$ cat src/rtl/note_pkg.sv
// Shared constants and output-FSM state encoding for the note tone generator.
// No logic; no latency; no backpressure.
// Imported by note_tone_gen.
package note_pkg;

    localparam int NOTE_W         = 19;
    localparam int SAMPLE_DIV_DEF = 1042;
    localparam int AMP_SHIFT_DEF  = 16;
    localparam int LEVEL_W        = 8;
    localparam logic [LEVEL_W-1:0] LEVEL_MAX = 8'd255;

    typedef enum logic [1:0] {
        IDLE  = 2'd0,
        WAIT  = 2'd1,
        WRITE = 2'd2
    } out_state_e;

    function automatic logic [LEVEL_W-1:0] level_step(
        input logic [LEVEL_W-1:0] lvl,
        input logic               up
    );
        logic [LEVEL_W-1:0] r;
        r = lvl;
        if (up) begin
            if (lvl != LEVEL_MAX) r = lvl + 8'd1;
        end else begin
            if (lvl != '0) r = lvl - 8'd1;
        end
        return r;
    endfunction

endpackage

$ cat src/rtl/sample_tick_gen.sv
// Free-running divider producing a one-cycle tick every DIV clocks.
// Tick asserts combinationally in the cycle the count equals DIV-1.
// No backpressure: the tick never stalls.
module sample_tick_gen #(
    parameter int DIV = 1042
) (
    input  logic clk_i,
    input  logic reset_i,
    output logic tick_o
);

    localparam int CW = (DIV > 1) ? $clog2(DIV) : 1;
    localparam logic [CW-1:0] CNT_LAST = CW'(DIV - 1);

    logic [CW-1:0] cnt_q;
    logic [CW-1:0] cnt_d;

    always_comb begin
        cnt_d = cnt_q + CW'(1);
        if (cnt_q == CNT_LAST) cnt_d = '0;
    end

    always_ff @(posedge clk_i) begin
        if (reset_i) cnt_q <= '0;
        else         cnt_q <= cnt_d;
    end

    assign tick_o = (cnt_q == CNT_LAST);

endmodule

$ cat src/rtl/note_tone_gen.sv
// Square-wave tone with linear attack/release envelope, one sample per tick.
// Sample registered one cycle after tick; earliest write strobe two cycles after.
// Codec backpressure via audio_out_allowed; a sample replaced while waiting flags overrun.
module note_tone_gen
    import note_pkg::*;
#(
    parameter int SAMPLE_DIV = SAMPLE_DIV_DEF,
    parameter int AMP_SHIFT  = AMP_SHIFT_DEF
) (
    input  logic              CLOCK_50,
    input  logic              reset,
    input  logic [NOTE_W-1:0] out_note,
    input  logic              enable,
    input  logic              audio_out_allowed,
    output logic              write_audio_out,
    output logic [31:0]       left_channel_audio_out,
    output logic [31:0]       right_channel_audio_out,
    output logic              tone_active,
    output logic              overrun
);

    logic tick;

    sample_tick_gen #(
        .DIV (SAMPLE_DIV)
    ) u_tick (
        .clk_i   (CLOCK_50),
        .reset_i (reset),
        .tick_o  (tick)
    );

    // Note latch and phase counter
    logic [NOTE_W-1:0] cur_note_q, cur_note_d;
    logic [NOTE_W-1:0] phase_q, phase_d;
    logic              polarity_q, polarity_d;

    always_comb begin
        cur_note_d = cur_note_q;
        phase_d    = phase_q;
        polarity_d = polarity_q;
        if (out_note != cur_note_q) begin
            // New note restarts the half-period but keeps the current polarity.
            cur_note_d = out_note;
            phase_d    = '0;
        end else if (cur_note_q == '0) begin
            phase_d    = '0;
            polarity_d = 1'b0;
        end else if (phase_q == cur_note_q - NOTE_W'(1)) begin
            phase_d    = '0;
            polarity_d = ~polarity_q;
        end else begin
            phase_d    = phase_q + NOTE_W'(1);
        end
    end

    always_ff @(posedge CLOCK_50) begin
        if (reset) begin
            cur_note_q <= '0;
            phase_q    <= '0;
            polarity_q <= 1'b0;
        end else begin
            cur_note_q <= cur_note_d;
            phase_q    <= phase_d;
            polarity_q <= polarity_d;
        end
    end

    // Envelope and sample
    logic [LEVEL_W-1:0] level_q, level_d;
    logic [31:0]        sample_q, sample_d;
    logic [31:0]        magnitude;
    logic               tone_active_q, tone_active_d;

    always_comb begin
        level_d       = level_q;
        sample_d      = sample_q;
        tone_active_d = tone_active_q;
        magnitude     = '0;
        if (tick) begin
            level_d       = level_step(level_q, enable && (cur_note_q != '0));
            magnitude     = 32'(level_d) << AMP_SHIFT;
            sample_d      = polarity_q ? magnitude : (~magnitude + 32'd1);
            tone_active_d = (level_d != '0);
        end
    end

    always_ff @(posedge CLOCK_50) begin
        if (reset) begin
            level_q       <= '0;
            sample_q      <= '0;
            tone_active_q <= 1'b0;
        end else begin
            level_q       <= level_d;
            sample_q      <= sample_d;
            tone_active_q <= tone_active_d;
        end
    end

    // Output FSM
    out_state_e state_q, state_d;
    logic       overrun_q, overrun_d;

    always_comb begin
        state_d   = state_q;
        overrun_d = overrun_q;
        unique case (state_q)
            IDLE: begin
                if (tick) state_d = WAIT;
            end
            WAIT: begin
                // A tick here overwrites the sample that never made it out.
                if (tick) begin
                    overrun_d = 1'b1;
                end else if (audio_out_allowed) begin
                    state_d = WRITE;
                end
            end
            WRITE: begin
                state_d = tick ? WAIT : IDLE;
            end
            default: begin
                state_d = IDLE;
            end
        endcase
    end

    always_ff @(posedge CLOCK_50) begin
        if (reset) begin
            state_q   <= IDLE;
            overrun_q <= 1'b0;
        end else begin
            state_q   <= state_d;
            overrun_q <= overrun_d;
        end
    end

    assign write_audio_out         = (state_q == WRITE);
    assign left_channel_audio_out  = sample_q;
    assign right_channel_audio_out = sample_q;
    assign tone_active             = tone_active_q;
    assign overrun                 = overrun_q;

endmodule

$ cat config.mk
export PLATFORM = sky130hd
export DESIGN_NAME = note_tone_gen
export DESIGN_NICKNAME = d
export VERILOG_FILES = /design/src/rtl/note_pkg.sv /design/src/rtl/sample_tick_gen.sv /design/src/rtl/note_tone_gen.sv
export SDC_FILE = /design/constraint.sdc
export NUM_CORES = 1
export LEC_CHECK = 0
export CORE_MARGIN = 10
export CORE_UTILIZATION = 53
export DETAILED_ROUTE_END_ITERATION = 10
export PLACE_DENSITY_LB_ADDON = 0.08
export SYNTH_ARGS = -nofsm -noshare
export SYNTH_HDL_FRONTEND = slang
export SYNTH_HIERARCHICAL = 1
export SYNTH_SLANG_ARGS = --single-unit
export TNS_END_PERCENT = 100
$ cat constraint.sdc
create_clock -name CLOCK_50 -period 4.6 [get_ports CLOCK_50]
set_input_delay 0.92 -clock CLOCK_50 [delete_from_list [all_inputs] [get_ports CLOCK_50]]
set_output_delay 0.92 -clock CLOCK_50 [all_outputs]
set_load 0.02 [all_outputs]
==> results.md, run 1 <==
* Cells taking the most area after synthesis: sky130_fd_sc_hd__dfxtp_1 (32%), sky130_fd_sc_hd__xnor2_1 (8.6%), sky130_fd_sc_hd__buf_4 (7.8%), sky130_fd_sc_hd__nor2_1 (5.1%), sky130_fd_sc_hd__xor2_1 (3.7%)
* Quantity of gates resized following cts at 0
* N_diodes at 0
* Startpoint types: flip-flop
* Initial DRC count at 201
* Yosys top cell area share at 31.7%
* Die footprint at 13,300 sq um
* Most instantiated library cell after synthesis: sky130_fd_sc_hd__dfxtp_1
* Clock tree from TritonCTS: yes
* Aggregate routed wire length at 10,800 um
* Clock share of power at 38.3%
* Post-CTS setup-driven buffer insertion count at 0
* Via density at 5.47
* Worst setup slack after placement at 0.785 ns
* Launching instance or port of the critical path: cur_note_q[0]$_SDFFE_PP0P_
* Slew Limit Fails at 0
* Setup repair after global routing missed its margin: no
* Post-synthesis cell count at 568
* Port buffer count at 57
* Core occupancy in the finished layout at 60.7%
* Maximum clock insertion buffer count at 2
* Switching Share at 27.7%
* Fmax at 268 MHz
* Width of the die at 115 um
* Clk Latency, worst-skew pair at 0.35 ns
* Proportion of synthesized chip area in sequential cells at 31.7%
* Final standard cell count with taps included and fillers excluded at 702
* Initial Util at 54.7%
* Startpoint-to-endpoint class of the critical path: flip-flop to flip-flop
* Combinational cell fraction of total power at 11.9%
* Max-cap viol count at 0
* # clock sinks at 76
* Transition time at the pin with the least slew margin at 0.837 ns
* Number of vias after detailed routing at 3,842
* Die Ht at 115 um
* Number of failing hold endpoints at the final stage at 0
* Total core area at 8760 sq um
* Cell-internal power at 0.998 mW
* Number of synthesized register bits at 76
* Tmin final at 3.73 ns
* Net count of the finished layout at 621
* Synth cell count leaders: sky130_fd_sc_hd__dfxtp_1 (76), sky130_fd_sc_hd__nor2_1 (65), sky130_fd_sc_hd__buf_4 (50)
* Unique cell type count in the Yosys netlist at 69
* Share of layout cells above drive strength 1 at 6.57%
* Mean area per synthesized cell at 8.44 sq um
* Yosys warns at 6
* Library cell occupying the most area in the post-synthesis netlist: sky130_fd_sc_hd__dfxtp_1
* Half-perimeter wire length after placement at 8450 um
* P&R area growth vs syn at 10.9%
* Data required time of the critical path at 4.82 ns
* Cell area after placement at 5110 sq um
* Final routed DRC violation total at 0
* TNS Setup at 0 ns
* Clock-pin slew reported for the worst setup and hold paths after clock tree synthesis at 0.09 ns
* Gr usage total at 16.3%
* Portion of the clock cycle consumed by the worst path in the final layout at 81.1%
* Row count at 34
* CTS Buf Count at 9
* Arrival @ worst endpoint at 3.95 ns
* Leakage power total at 1.97 nW
* Worst VDD drop at 0.000179 V
* Initial antenna violation count at 0
* Path class of the lowest-slack min-delay path: flip-flop to flip-flop
* Worst Hold Margin at 0.481 ns
* Number of ports placed on the die boundary at 90
* Number of global-route vias before repair at 3,710
* Final clock skew at 0.0124 ns
* Final routed wire length divided by cell count at 15.4 um
* Main flop type after synthesis: sky130_fd_sc_hd__dfxtp_1
* Number of iterations in the first detailed-routing pass at 5
* Part of the power in registers at 49.7%
* Setup Viol. Count Final at 0
* Crit path setup slack, layout at 0.869 ns
* Share of flip-flops with an asynchronous set or reset after synthesis at 0%
* Reg-to-reg startpoint: cur_note_q[0]$_SDFFE_PP0P_
* Library cell used as clock root buffer: sky130_fd_sc_hd__clkbuf_8
* Power Dens Cells at 260 nW/um^2
* Final standard cell area without fillers at 5320 sq um
* Post-synth EDFFs at 0
* H-tree lvl count at 3
* RD Place Congestion at 0.889
* Placed insts at 686
* Worst slew margin at 43.6%
* Net switching power at 0.383 mW
* Status: complete, no violations
* Antenna violation net count after detailed routing at 0
* Maximum fanout along the worst path at 9
* Post-synthesis instance area at 4790 sq um
* Number of fill cells in the layout at 782
* First-pass GRT wire length at 18,200 um
* Hold wc startpoint: phase_q[0]$_SDFF_PP0_
* Maximum number of pins on one net before global-route repair at 46
* Number of buffers inserted for hold repair after clock tree synthesis at 0
* Type of destination of the critical path: flip-flop
* Final Total Pwr at 1.38 mW
* GRT overflow at 0
==> power by group through the flow <==
stage | Combinational, mW | Clock [mW] | Sequential (mW)
after floorplan | 0.151 | 0 | 0.694
after global placement | 0.161 | 0 | 0.702
after detailed placement | 0.163 | 0 | 0.702
after CTS | 0.164 | 0.546 | 0.687
after global routing | 0.181 | 0.578 | 0.689
final | 0.165 | 0.529 | 0.687
==> flip-flops by register name, summed over array words and instances, names as in the netlist <==
signal,count
u_tick/cnt_q,11
left_channel_audio_out,14
tone_active,1
overrun,1
state_q,2
level_q,8
phase_q,19
cur_note_q,19
polarity_q,1
==> layout make-up <==
cell class | count | area, sq um | share of cell area, %
well taps | 108 | 135 | 2.54
clock buffers | 9 | 124 | 2.33
repair buffers | 60 | 593 | 11.2
clock inverters | 7 | 80.1 | 1.51
flip-flops and latches | 76 | 1520 | 28.6
inverters | 14 | 52.6 | 0.988
multi-input cells | 428 | 2810 | 52.9
==> cells by family (layout without fill, tap and decap cells) <==
kind of cell	count (synthesis)	count (layout)	synth area share, %
buf+inv	95	90	12.1
xor+xnor	67	67	12.2
compound gates	86	86	13.5
flops	76	76	31.7
fa+ha+maj	9	9	2.35
mux	15	15	3.34
simple gates	219	219	24.7
other cells	1	32	0.0782
==> cells in the final DEF, fill, tap and decap left out, types with 10 or more instances in the layout <==
| cell type | count |
|---|---|
| sky130_fd_sc_hd__and3_1 | 12 |
| sky130_fd_sc_hd__xnor2_1 | 47 |
| sky130_fd_sc_hd__nand3_1 | 22 |
| sky130_fd_sc_hd__inv_1 | 14 |
| sky130_fd_sc_hd__xor2_1 | 20 |
| sky130_fd_sc_hd__nand2_1 | 21 |
| sky130_fd_sc_hd__nor2b_1 | 23 |
| sky130_fd_sc_hd__a21oi_1 | 18 |
| sky130_fd_sc_hd__dfxtp_1 | 76 |
| sky130_fd_sc_hd__nor3_1 | 14 |
| sky130_fd_sc_hd__o21ai_0 | 13 |
| sky130_fd_sc_hd__mux2i_1 | 10 |
| sky130_fd_sc_hd__nor2_1 | 65 |
| sky130_fd_sc_hd__clkdlybuf4s50_1 | 57 |
| sky130_fd_sc_hd__nand4_1 | 11 |
| sky130_fd_sc_hd__conb_1 | 32 |
==> final timing paths <==
kind / endpoint / slack, ns / cells after the start
worst max-delay path: left_channel_audio_out[23]$_SDFFE_PP0P_ / 0.87 / 12
worst max register to register: left_channel_audio_out[23]$_SDFFE_PP0P_ / 0.87 / 12
worst min register to register: phase_q[0]$_SDFF_PP0_ / 0.48 / 1
worst min-delay path: phase_q[0]$_SDFF_PP0_ / 0.48 / 1
==> layer usage <==
metal	vias up	GRT usage, %	wire length, um
li1	1932	-	-
met1	1770	20.1	4630
met2	125	26.8	5080
met3	15	4.48	888
met4	0	5.12	204
met5	-	0	0
==> critical path: stages (launching register included) <==
cell and delay, ns:
sky130_fd_sc_hd__dfxtp_1 0.38, sky130_fd_sc_hd__inv_1 0.08, sky130_fd_sc_hd__ha_1 0.17, sky130_fd_sc_hd__nor2b_1 0.47, sky130_fd_sc_hd__nand4_2 0.35, sky130_fd_sc_hd__o21a_1 0.40, sky130_fd_sc_hd__mux2_4 0.34, sky130_fd_sc_hd__o211a_4 0.25
sky130_fd_sc_hd__a2111oi_4 0.46, sky130_fd_sc_hd__nor3b_2 0.24, sky130_fd_sc_hd__ha_1 0.24, sky130_fd_sc_hd__mux2i_1 0.12, sky130_fd_sc_hd__a211oi_1 0.08
(Power assumes the default switching activity.)
==> inputs of run 2 (changes only) <==
==> constraint.sdc (replaced) <==
create_clock -name CLOCK_50 -period 3.87 [get_ports CLOCK_50]
set_input_delay 0.774 -clock CLOCK_50 [delete_from_list [all_inputs] [get_ports CLOCK_50]]
set_output_delay 0.774 -clock CLOCK_50 [all_outputs]
set_load 0.02 [all_outputs]
==> results.md, run 2 (synthesized netlist as in run 1, its figures left out) <==
* Type of destination of the critical path: flip-flop
* Setup repair after global routing missed its margin: no
* Number of vias after detailed routing at 3,901
* Cell area after placement at 5190 sq um
* Share of layout cells above drive strength 1 at 7.81%
* Number of buffer and inverter stages on the critical path at 1
* Fmax at 276 MHz
* Setup Viol. Count Final at 0
* Clock tree from TritonCTS: yes
* Worst slew margin at 34.6%
* Most frequent cells in the layout: sky130_fd_sc_hd__dfxtp_1 (76), sky130_fd_sc_hd__nor2_1 (65), sky130_fd_sc_hd__clkdlybuf4s50_1 (57)
* Worst VDD drop at 0.000226 V
* Final standard cell area without fillers at 5420 sq um
* Slowest cell on crit path: sky130_fd_sc_hd__o21ai_0
* Net count of the finished layout at 629
* Via density at 5.49
* Width of the die at 115 um
* Clk Latency, worst-skew pair at 0.36 ns
* RD Place Congestion at 0.888
* Half-perimeter wire length after placement at 8680 um
* Quantity of gates resized following cts at 0
* Cell chain of the critical path: or4_4 -> or3_1 -> buf_4 -> o21ai_4 -> a22oi_1 -> o21ai_0 -> a2111oi_4 -> nor3b_2 -> ha_1 -> mux2i_1 -> a211oi_1
* GRT overflow at 0
* Library cell used as clock root buffer: sky130_fd_sc_hd__clkbuf_8
* Number of fill cells in the layout at 826
* Die footprint at 13,300 sq um
* Gr usage total at 16.7%
* Cell family with the largest share of critical-path delay: compound AO/OA/AOI/OAI gates
* Port buffer count at 57
* Path class of the lowest-slack min-delay path: flip-flop to flip-flop
* Startpoint-to-endpoint class of the critical path: flip-flop to flip-flop
* Power Dens Cells at 319 nW/um^2
* Initial DRC count at 147
* Post-CTS setup-driven buffer insertion count at 0
* Startpoint types: flip-flop
* Max incr delay on CP at 0.78 ns
* Initial antenna violation count at 0
* P&R area growth vs syn at 13.0%
* H-tree lvl count at 3
* # clock sinks at 76
* Row count at 34
* Number of failing hold endpoints at the final stage at 0
* Status: complete, no violations
* Total core area at 8760 sq um
* Final routed DRC violation total at 0
* Number of buffers inserted for hold repair after clock tree synthesis at 0
* Portion of the clock cycle consumed by the worst path in the final layout at 93.5%
* Initial Util at 54.7%
* TNS Setup at 0 ns
* First-pass GRT wire length at 18,500 um
* Arrival @ worst endpoint at 3.88 ns
* Leakage power total at 2.02 nW
* Number of ports placed on the die boundary at 90
* Slew Limit Fails at 0
* Clock-pin slew reported for the worst setup and hold paths after clock tree synthesis at 0.09 ns
* Transition time at the pin with the least slew margin at 0.971 ns
* Die Ht at 115 um
* N_diodes at 0
* Antenna violation net count after detailed routing at 0
* Maximum number of pins on one net before global-route repair at 33
* Number of global-route vias before repair at 3,806
* Maximum clock insertion buffer count at 2
* Maximum fanout along the worst path at 10
* Aggregate routed wire length at 11,200 um
* Max-cap viol count at 0
* Most common cell after layout, fill and taps aside: sky130_fd_sc_hd__dfxtp_1
* Tmin final at 3.62 ns
* Final routed wire length divided by cell count at 15.8 um
* Final clock skew at 0.0124 ns
* Number of iterations in the first detailed-routing pass at 4
* CTS Buf Count at 9
* Data required time of the critical path at 4.14 ns
==> run 2: area by class of cell <==
cell class	count	area (sq um)	share of cell area, %
well taps	108	135	2.49
inverters	14	52.6	0.970
clock inverters	6	93.8	1.73
repair buffers	68	666	12.3
clock buffers	10	138	2.54
flip-flops and latches	76	1520	28.1
multi-input cells	428	2810	51.9
==> run 2: worst paths after layout <==
kind,slack (ns),end,startpoint,cells past startpoint
setup reg to reg,0.25,left_channel_audio_out[23]$_SDFFE_PP0P_,cur_note_q[13]$_SDFFE_PP0P_,11
setup / recovery,0.25,left_channel_audio_out[23]$_SDFFE_PP0P_,cur_note_q[13]$_SDFFE_PP0P_,11
hold / removal,0.47,phase_q[0]$_SDFF_PP0_,phase_q[0]$_SDFF_PP0_,1
hold reg to reg,0.47,phase_q[0]$_SDFF_PP0_,phase_q[0]$_SDFF_PP0_,1
==> run 2: metrics by stage <==
stage	total power, mW	setup slack (ns)	hold WS [ns]	util (%)	std cells
global placement	1.03	0.435	0.450	59.2	694
global route	1.80	0.0447	0.512	61.8	710
CTS	1.74	0.266	0.476	61.8	710
detailed placement	1.04	0.305	0.457	59.2	694
floorplan	1.00	0.472	0.435	-	599
finish	1.73	0.252	0.469	61.8	710
==> run 2: where the power goes <==
group	leakage [nW]	internal, mW	switching [mW]	total, mW
combinational	1.29	0.0893	0.116	0.205
sequential	0.618	0.795	0.0220	0.817
clock	0.113	0.387	0.320	0.706
==> run 2: metal layers <==
metal | track usage, % | up-vias | part of all wire, % | wire length (um)
met5 | 0 | - | 0 | 0
met2 | 28.6 | 91 | 48 | 5350
met3 | 4.90 | 16 | 7.3 | 818
li1 | - | 1954 | - | -
met4 | 4.29 | 0 | 1.4 | 157
met1 | 20.0 | 1840 | 44 | 4910
